## src/rtl/memory_arbiter.sv

```systemverilog
// Three-way arbiter that shares one memory map between CPU, video and keyboard.
// One access per two cycles: IDLE drives memory for the winner, ACK returns the pulse.
module memory_arbiter #(
  parameter int unsigned VID_MAX_WAIT = 4
) (
  input  logic        CLK,
  input  logic        RST_N,
  input  logic        cpu_req,
  input  logic        cpu_we,
  input  logic [14:0] cpu_addr,
  input  logic [15:0] cpu_wdata,
  output logic        cpu_ack,
  output logic [15:0] cpu_rdata,
  output logic        cpu_err,
  input  logic        vid_req,
  input  logic [12:0] vid_addr,
  output logic        vid_ack,
  output logic [15:0] vid_rdata,
  input  logic        kbd_valid,
  input  logic [15:0] kbd_code,
  output logic        kbd_ack,
  output logic [15:0] mem_in,
  output logic        mem_load,
  output logic [14:0] mem_address,
  input  logic [15:0] mem_out
);

  typedef enum logic {S_IDLE, S_ACK} state_e;
  typedef enum logic [1:0] {W_NONE, W_CPU, W_VID, W_KBD} win_e;

  localparam logic [3:0]  VMW     = 4'(VID_MAX_WAIT);
  localparam logic [14:0] KBD_REG = 15'h6000;

  state_e      state_q, state_d;
  win_e        win_q, win_d, win;
  logic        err_q, err_d;
  logic        last_cpu_q, last_cpu_d;
  logic [3:0]  vid_wait_q, vid_wait_d;
  logic [15:0] cpu_rdata_q, cpu_rdata_d;
  logic [15:0] vid_rdata_q, vid_rdata_d;
  logic        cpu_illegal, promoted;

  assign cpu_illegal = cpu_we && (cpu_addr >= KBD_REG);
  assign promoted    = (vid_wait_q >= VMW);
  assign cpu_rdata   = cpu_rdata_q;
  assign vid_rdata   = vid_rdata_q;

  always_comb begin
    state_d     = state_q;
    win_d       = win_q;
    err_d       = err_q;
    last_cpu_d  = last_cpu_q;
    vid_wait_d  = vid_wait_q;
    cpu_rdata_d = cpu_rdata_q;
    vid_rdata_d = vid_rdata_q;
    win         = W_NONE;
    mem_address = '0;
    mem_in      = '0;
    mem_load    = 1'b0;
    cpu_ack     = 1'b0;
    vid_ack     = 1'b0;
    kbd_ack     = 1'b0;
    cpu_err     = 1'b0;
    case (state_q)
      S_IDLE: begin
        // No grant while reset is held, so nothing reaches memory during reset.
        if (RST_N) begin
          if (promoted && vid_req)                         win = W_VID;
          else if (kbd_valid)                              win = W_KBD;
          else if (cpu_req && (!vid_req || !last_cpu_q))   win = W_CPU;
          else if (vid_req)                                win = W_VID;
        end
        case (win)
          W_CPU: begin
            mem_address = cpu_addr;
            mem_in      = cpu_wdata;
            mem_load    = cpu_we && !cpu_illegal;
            if (!cpu_we) cpu_rdata_d = mem_out;
            last_cpu_d  = 1'b1;
          end
          W_VID: begin
            mem_address = {2'b10, vid_addr};
            vid_rdata_d = mem_out;
            last_cpu_d  = 1'b0;
          end
          W_KBD: begin
            mem_address = KBD_REG;
            mem_in      = kbd_code;
            mem_load    = 1'b1;
          end
          default: ;
        endcase
        if (win != W_NONE) begin
          state_d = S_ACK;
          win_d   = win;
          err_d   = (win == W_CPU) && cpu_illegal;
          if (win == W_VID)                          vid_wait_d = '0;
          else if (vid_req && (vid_wait_q != 4'hF))  vid_wait_d = vid_wait_q + 4'd1;
        end
      end
      S_ACK: begin
        cpu_ack = (win_q == W_CPU);
        vid_ack = (win_q == W_VID);
        kbd_ack = (win_q == W_KBD);
        cpu_err = (win_q == W_CPU) && err_q;
        state_d = S_IDLE;
      end
      default: state_d = S_IDLE;
    endcase
    if (!vid_req) vid_wait_d = '0;
  end

  always_ff @(posedge CLK or negedge RST_N) begin
    if (!RST_N) begin
      state_q     <= S_IDLE;
      win_q       <= W_NONE;
      err_q       <= 1'b0;
      last_cpu_q  <= 1'b0;
      vid_wait_q  <= '0;
      cpu_rdata_q <= '0;
      vid_rdata_q <= '0;
    end else begin
      state_q     <= state_d;
      win_q       <= win_d;
      err_q       <= err_d;
      last_cpu_q  <= last_cpu_d;
      vid_wait_q  <= vid_wait_d;
      cpu_rdata_q <= cpu_rdata_d;
      vid_rdata_q <= vid_rdata_d;
    end
  end

endmodule

```

## config.mk

```make
export PLATFORM = sky130hd
export DESIGN_NAME = memory_arbiter
export DESIGN_NICKNAME = d
export VERILOG_FILES = /design/src/rtl/memory_arbiter.sv
export SDC_FILE = /design/constraint.sdc
export NUM_CORES = 1
export LEC_CHECK = 0
export BUFFER_PORTS_ARGS = -buffer_cell sky130_fd_sc_hd__buf_2
export CAP_MARGIN = 25
export CORE_MARGIN = 2
export CORE_UTILIZATION = 42
export DETAILED_ROUTE_END_ITERATION = 12
export GPL_TIMING_DRIVEN = 0
export PLACE_DENSITY_LB_ADDON = 0.12
export RECOVER_POWER = 25
export SYNTH_ARGS = -nofsm -noshare
export SYNTH_HDL_FRONTEND = slang
export SYNTH_SLANG_ARGS = --single-unit
```

## constraint.sdc

```tcl
create_clock -name CLK -period 3.7 [get_ports CLK]
set_clock_uncertainty 0.2 [all_clocks]
set_input_delay 0.37 -clock CLK [delete_from_list [all_inputs] [get_ports CLK]]
set_output_delay 0.37 -clock CLK [all_outputs]
set_load 0.05 [all_outputs]
```

# --- Word level (Yosys, flattened, before mapping) ---
# Cells that the tools add are included.
# Widths: inputs -> output; s select.
totals:
  wordCells: 64
  out_inout_bits: 68
  reg_bits: 41
  inputBits: 82
op_classes:
  n_lt_le_gt_ge: 2
  eq_ne: 10
  n_mux: 24
  bitwise_logic: 2
  reduce_logical: 18
  n_addsub: 1
ops:
  columns: ["operator", "n"]
  rows:
  - ["$pmux 15 s3", 1]
  - ["$pmux 16 s2", 1]
  - ["$mux 4", 5]
  - ["$mux 16", 1]
  - ["$ge 15x15->1 const B", 1]
  - ["$mux 15", 1]
  - ["$mux 2", 6]
  - ["$eq 2x2->1 const B", 4]
  - ["$logic_and 1x1->1", 7]
  - ["$mux 1", 6]
  - ["$pmux 1 s2", 3]
  - ["$reduce_and 2->1", 3]
  - ["$reduce_and 3->1", 2]
  - ["$add 4x1->4 const B", 1]
  - ["$eq 2x1->1 const B", 2]
  - ["$ge 4x3->1 const B", 1]
  - ["$ne 4x4->1 const B", 1]
  - ["$reduce_bool 2->1", 2]
  - ["$logic_not 1->1", 3]
  - ["$ne 3x1->1 const B", 1]
  - ["$ne 2x1->1 const B", 1]
  - ["$ne 2x2->1 const B", 1]
  - ["$not 1->1", 2]
  - ["$logic_or 1x1->1", 1]

# --- Longest topological paths before layout ---
depth:
  word_depth: 13
  depth_mapped: 11
  ltp_nobuf: 8

# --- Worst setup path after synthesis ---
# OpenSTA, ideal clock, no wires.
synth_timing:
  kind: "reg-to-output"
  start: "register vid_wait_q[2]"
  end: "output mem_address[14]"
  slack_ns: 0.406
  t_arrival_ns: 2.724
  path_stages_with_launch: 9
  n_path_buf: 2
  required_time_ns: 3.130
  cell_sequence: "dfrtp_1 -> or4b_1 -> a21oi_1 -> nand2b_1 -> ha_1 -> buf_2 -> clkbuf_1 -> nand2_1 -> o22ai_1"
synth_via:
  elab_chain_cells: 8
  word_cells_on_any_way: 10
  classes_between: "order compare (1); eq/ne (3); mux (5); reduce/logical (1)"
synth_lines:
  columns: ["element", "line", "source"]
  rows:
  - ["start, declared", "38", "logic [3:0] vid_wait_q, vid_wait_d;"]
  - ["start signal, assigned", "127", "vid_wait_q <= vid_wait_d;"]
  - ["$ge 4x3->1 (*)", "44", "assign promoted = (vid_wait_q >= VMW);"]
  - ["$logic_and 1x1->1 (*)", "68", "if (promoted && vid_req) win = W_VID;"]
  - ["$mux 2 (*)", "68", null]
  - ["$mux 2 (*)", "67", "if (RST_N) begin"]
  - ["$mux 2 (*)", "64", "case (state_q)"]
  - ["$eq 2x2->1 / $eq 2x1->1 (equally long branches)", "73", "case (win)"]
  - ["$pmux 15 s3 (*)", "73", null]
  - ["$mux 15 (*)", "64", null]
  - ["end, declared", "24", "output logic [14:0] mem_address,"]
# Every way passes the cells marked *; elsewhere a longest branch is shown, timed or not. The select of a mux whose other input is x is not followed.

# --- Worst setup path in the final report ---
layout_timing:
  start: "register vid_wait_q[2]"
  end: "output mem_in[8]"
layout_via:
  elab_chain_cells: 8
  word_cells_on_any_way: 9
  classes_between: "order compare (1); eq/ne (2); mux (5); reduce/logical (1)"
layout_lines:
  columns: ["element", "line", "source"]
  rows:
  - ["$ge 4x3->1 (*)", "44", null]
  - ["$logic_and 1x1->1 (*)", "68", null]
  - ["$mux 2 (*)", "68", null]
  - ["$mux 2 (*)", "67", null]
  - ["$mux 2 (*)", "64", null]
  - ["$eq 2x2->1 / $eq 2x1->1 (equally long branches)", "73", null]
  - ["$pmux 16 s2 (*)", "73", null]
  - ["$mux 16 (*)", "64", null]
  - ["end, declared", "22", "output logic [15:0] mem_in,"]
# Marks and branches as above.

==> metrics <==
leak pwr 1.71 nW; CTS tree done; post-placement cell count 412; I/O pin count 150; Post-Syn Instances 193; most common cell after layout, fill and taps aside buf_2; Post-synth EDFFs 0; power per cell area 654 nW/µm²; Final nets 438; first-pass GRT wire length 9590 µm; DIE HEIGHT 76.7 µm; initial antenna violation count 0; Skew-Pair Late Insertion Delay 0.29 ns; # DRC 0; Post-Syn Area per Cell 11.5 µm²; Tot Pwr 2.08 mW; placed cell areas 3050 µm²; H-tree depth 2; Placer Congestion 0.730; YS warnings 0; post-layout util 0.624; Area contributors post-synth dfrtp_1, mux2_2, mux2_4, a22o_1, a22oi_1; Worst Max-Slew Pin Slew 2.13 ns; Data required, critical path 3.13 ns; max-cap violations 1; clock slew at reported path FFs 0.08 ns; Final Cycle Share 0.945; Root Driver clkbuf_8; RSZ-0062 raised after global routing false; RR Endpoint cpu_rdata[13]; Seq. cell area 1030 µm²; TNS Setup 0 ns; Hold WS 0.119 ns; ys flop type dfrtp_1; vias 2,123; Mapped Area 2220 µm²; fmax 286 MHz; Hold Path Origin mem_out[8]; Filler cells 444; violated checks max-capacitance violations, max-slew violations; flops & latches, synth 41; Via density 5.04; Multi-input gate area 1090 µm²; core area 5110 µm²; Routed Wire Length 5830 µm; Max VDD drop 0.460 mV; Worst Hold Depth 2; flop2flop setup slack 0.47 ns; area delta synth->final 43.6%; # clock sinks 41; critical path arrival 2.93 ns; crit path max fanout 10; vias in the first global route 2,044; Final Hold Viols 0; largest net degree at the start of global routing 42; final instance area 3190 µm²; pre-CTS setup slack -0.151 ns; Yosys cell types 35; Post-synth ARST share 1.00; worst r2r src vid_wait_q[2]; most frequent cells in the layout buf_2, dfrtp_1, mux2_2, nor2_1, a22o_1; # Post-CTS Setup Buffers 0; sequential share of the synthesized area 0.462; DRT Pass-1 Iters 6; n_diodes 0; Detail Placement HPWL 4480 µm; Final WS setup 0.204 ns; Antenna Nets Post-Route 0; crit path kind flop to output port; clock buffer depth 2; CP startpoint kind flop; Critical path origin vid_wait_q[2]; Post-Layout Cell Count 421; TritonCTS Buffers 5; status finished with violations; R2R cell count 11; die area 5890 µm²; Tmin final 3.50 ns; Placement Rows 26; initial DRC count 89; aggregate global-route resource usage 0.200; Avg WL per Cell 13.8 µm; total gr overflow 0; worst hold path type input pin to flop; hold endpoint cpu_rdata[8]; Initial Utilization 0.435; CP endpoint kind output port; largest area contributor in the netlist dfrtp_1; Syn Nets 281; Max Slew Vio Count 42; share of cells above drive strength 1 0.573; post-synth top area share 0.462; die width 76.7 µm; Rel. slew slack -0.417; Final Setup Violations 0; port bufs 149
routing by layer:
layer | track usage | vias to the layer above | share of wire
met3 | 0.0588 | 12 | 0.083
met2 | 0.343 | 97 | 0.48
met4 | 0.0636 | 0 | 0.015
met5 | 0 | - | 0
met1 | 0.240 | 1000 | 0.42
li1 | - | 1014 | -
worst max-delay path by stage:
stage                            endpoint  slack [ns]
after CTS                 mem_address[14]        0.12
after global routing      mem_address[12]        0.05
after floorplan           mem_address[14]        0.41
final                           mem_in[8]        0.20
after detailed placement        mem_in[8]       -0.15
after global placement          mem_in[9]       -0.13
state kept, by name, indices dropped and copies added (netlist names):
| signal | count |
|---|---|
| cpu_rdata | 16 |
| win_q | 2 |
| err_q | 1 |
| last_cpu_q | 1 |
| vid_rdata | 16 |
| state_q | 1 |
| vid_wait_q | 4 |
repair_timing:
item / 4_1_cts / 5_1_grt
pin swaps: 0 / 0
endpoints found under the hold margin: 41 / 0
resized for setup: 1 / 5
setup endpoints to repair: 10 / 20
hold buffers: 2 / 0
synthesized netlist by cell type, types with 2 or more instances:
cell      number
a21oi_1        4
nor2b_1        3
nor2_1        20
nand2_1        7
nand2b_1       2
and3b_1        3
mux2_2        22
a22oi_1       13
buf_2          3
and2b_1        2
a21boi_0       2
buf_6          5
a22o_1        16
ha_1           6
mux2_4        10
clkbuf_1       7
dfrtp_1       41
or4b_1         2
a21boi_1       2
inv_1          2
o21ai_0        7
kinds of logic after synthesis:
logic type	after synthesis	synth area share
AOI/OAI and AO/OA	48	0.159
adders and majority gates	6	0.0338
buffers and inverters	18	0.0490
muxes	33	0.184
and+or+nand+nor	47	0.113
DFF	41	0.462
power by group:
group	switching [mW]	internal (mW)	total [mW]
registers	0.0707	0.584	0.655
clock network	0.147	0.220	0.367
logic	0.750	0.313	1.06
layout make-up:
class / count / share of cell area
inverters: 2 / 0.00235
flip-flops and latches: 41 / 0.322
well taps: 70 / 0.0275
clock inverters: 1 / 0.00942
clock buffers: 7 / 0.0271
repair buffers: 151 / 0.239
plain buffers: 15 / 0.0314
multi-input cells: 134 / 0.342
worst max-delay path, cell delays in order, from the launching register on:
cell	delay, ns
dfrtp_1	0.42
or4b_1	0.54
a21oi_2	0.27
nor2b_1	0.11
ha_1	0.23
and2b_1	0.16
clkbuf_1	0.16
clkbuf_1	0.25
a22o_1	0.29
buf_2	0.21
(Power assumes the default switching activity.)
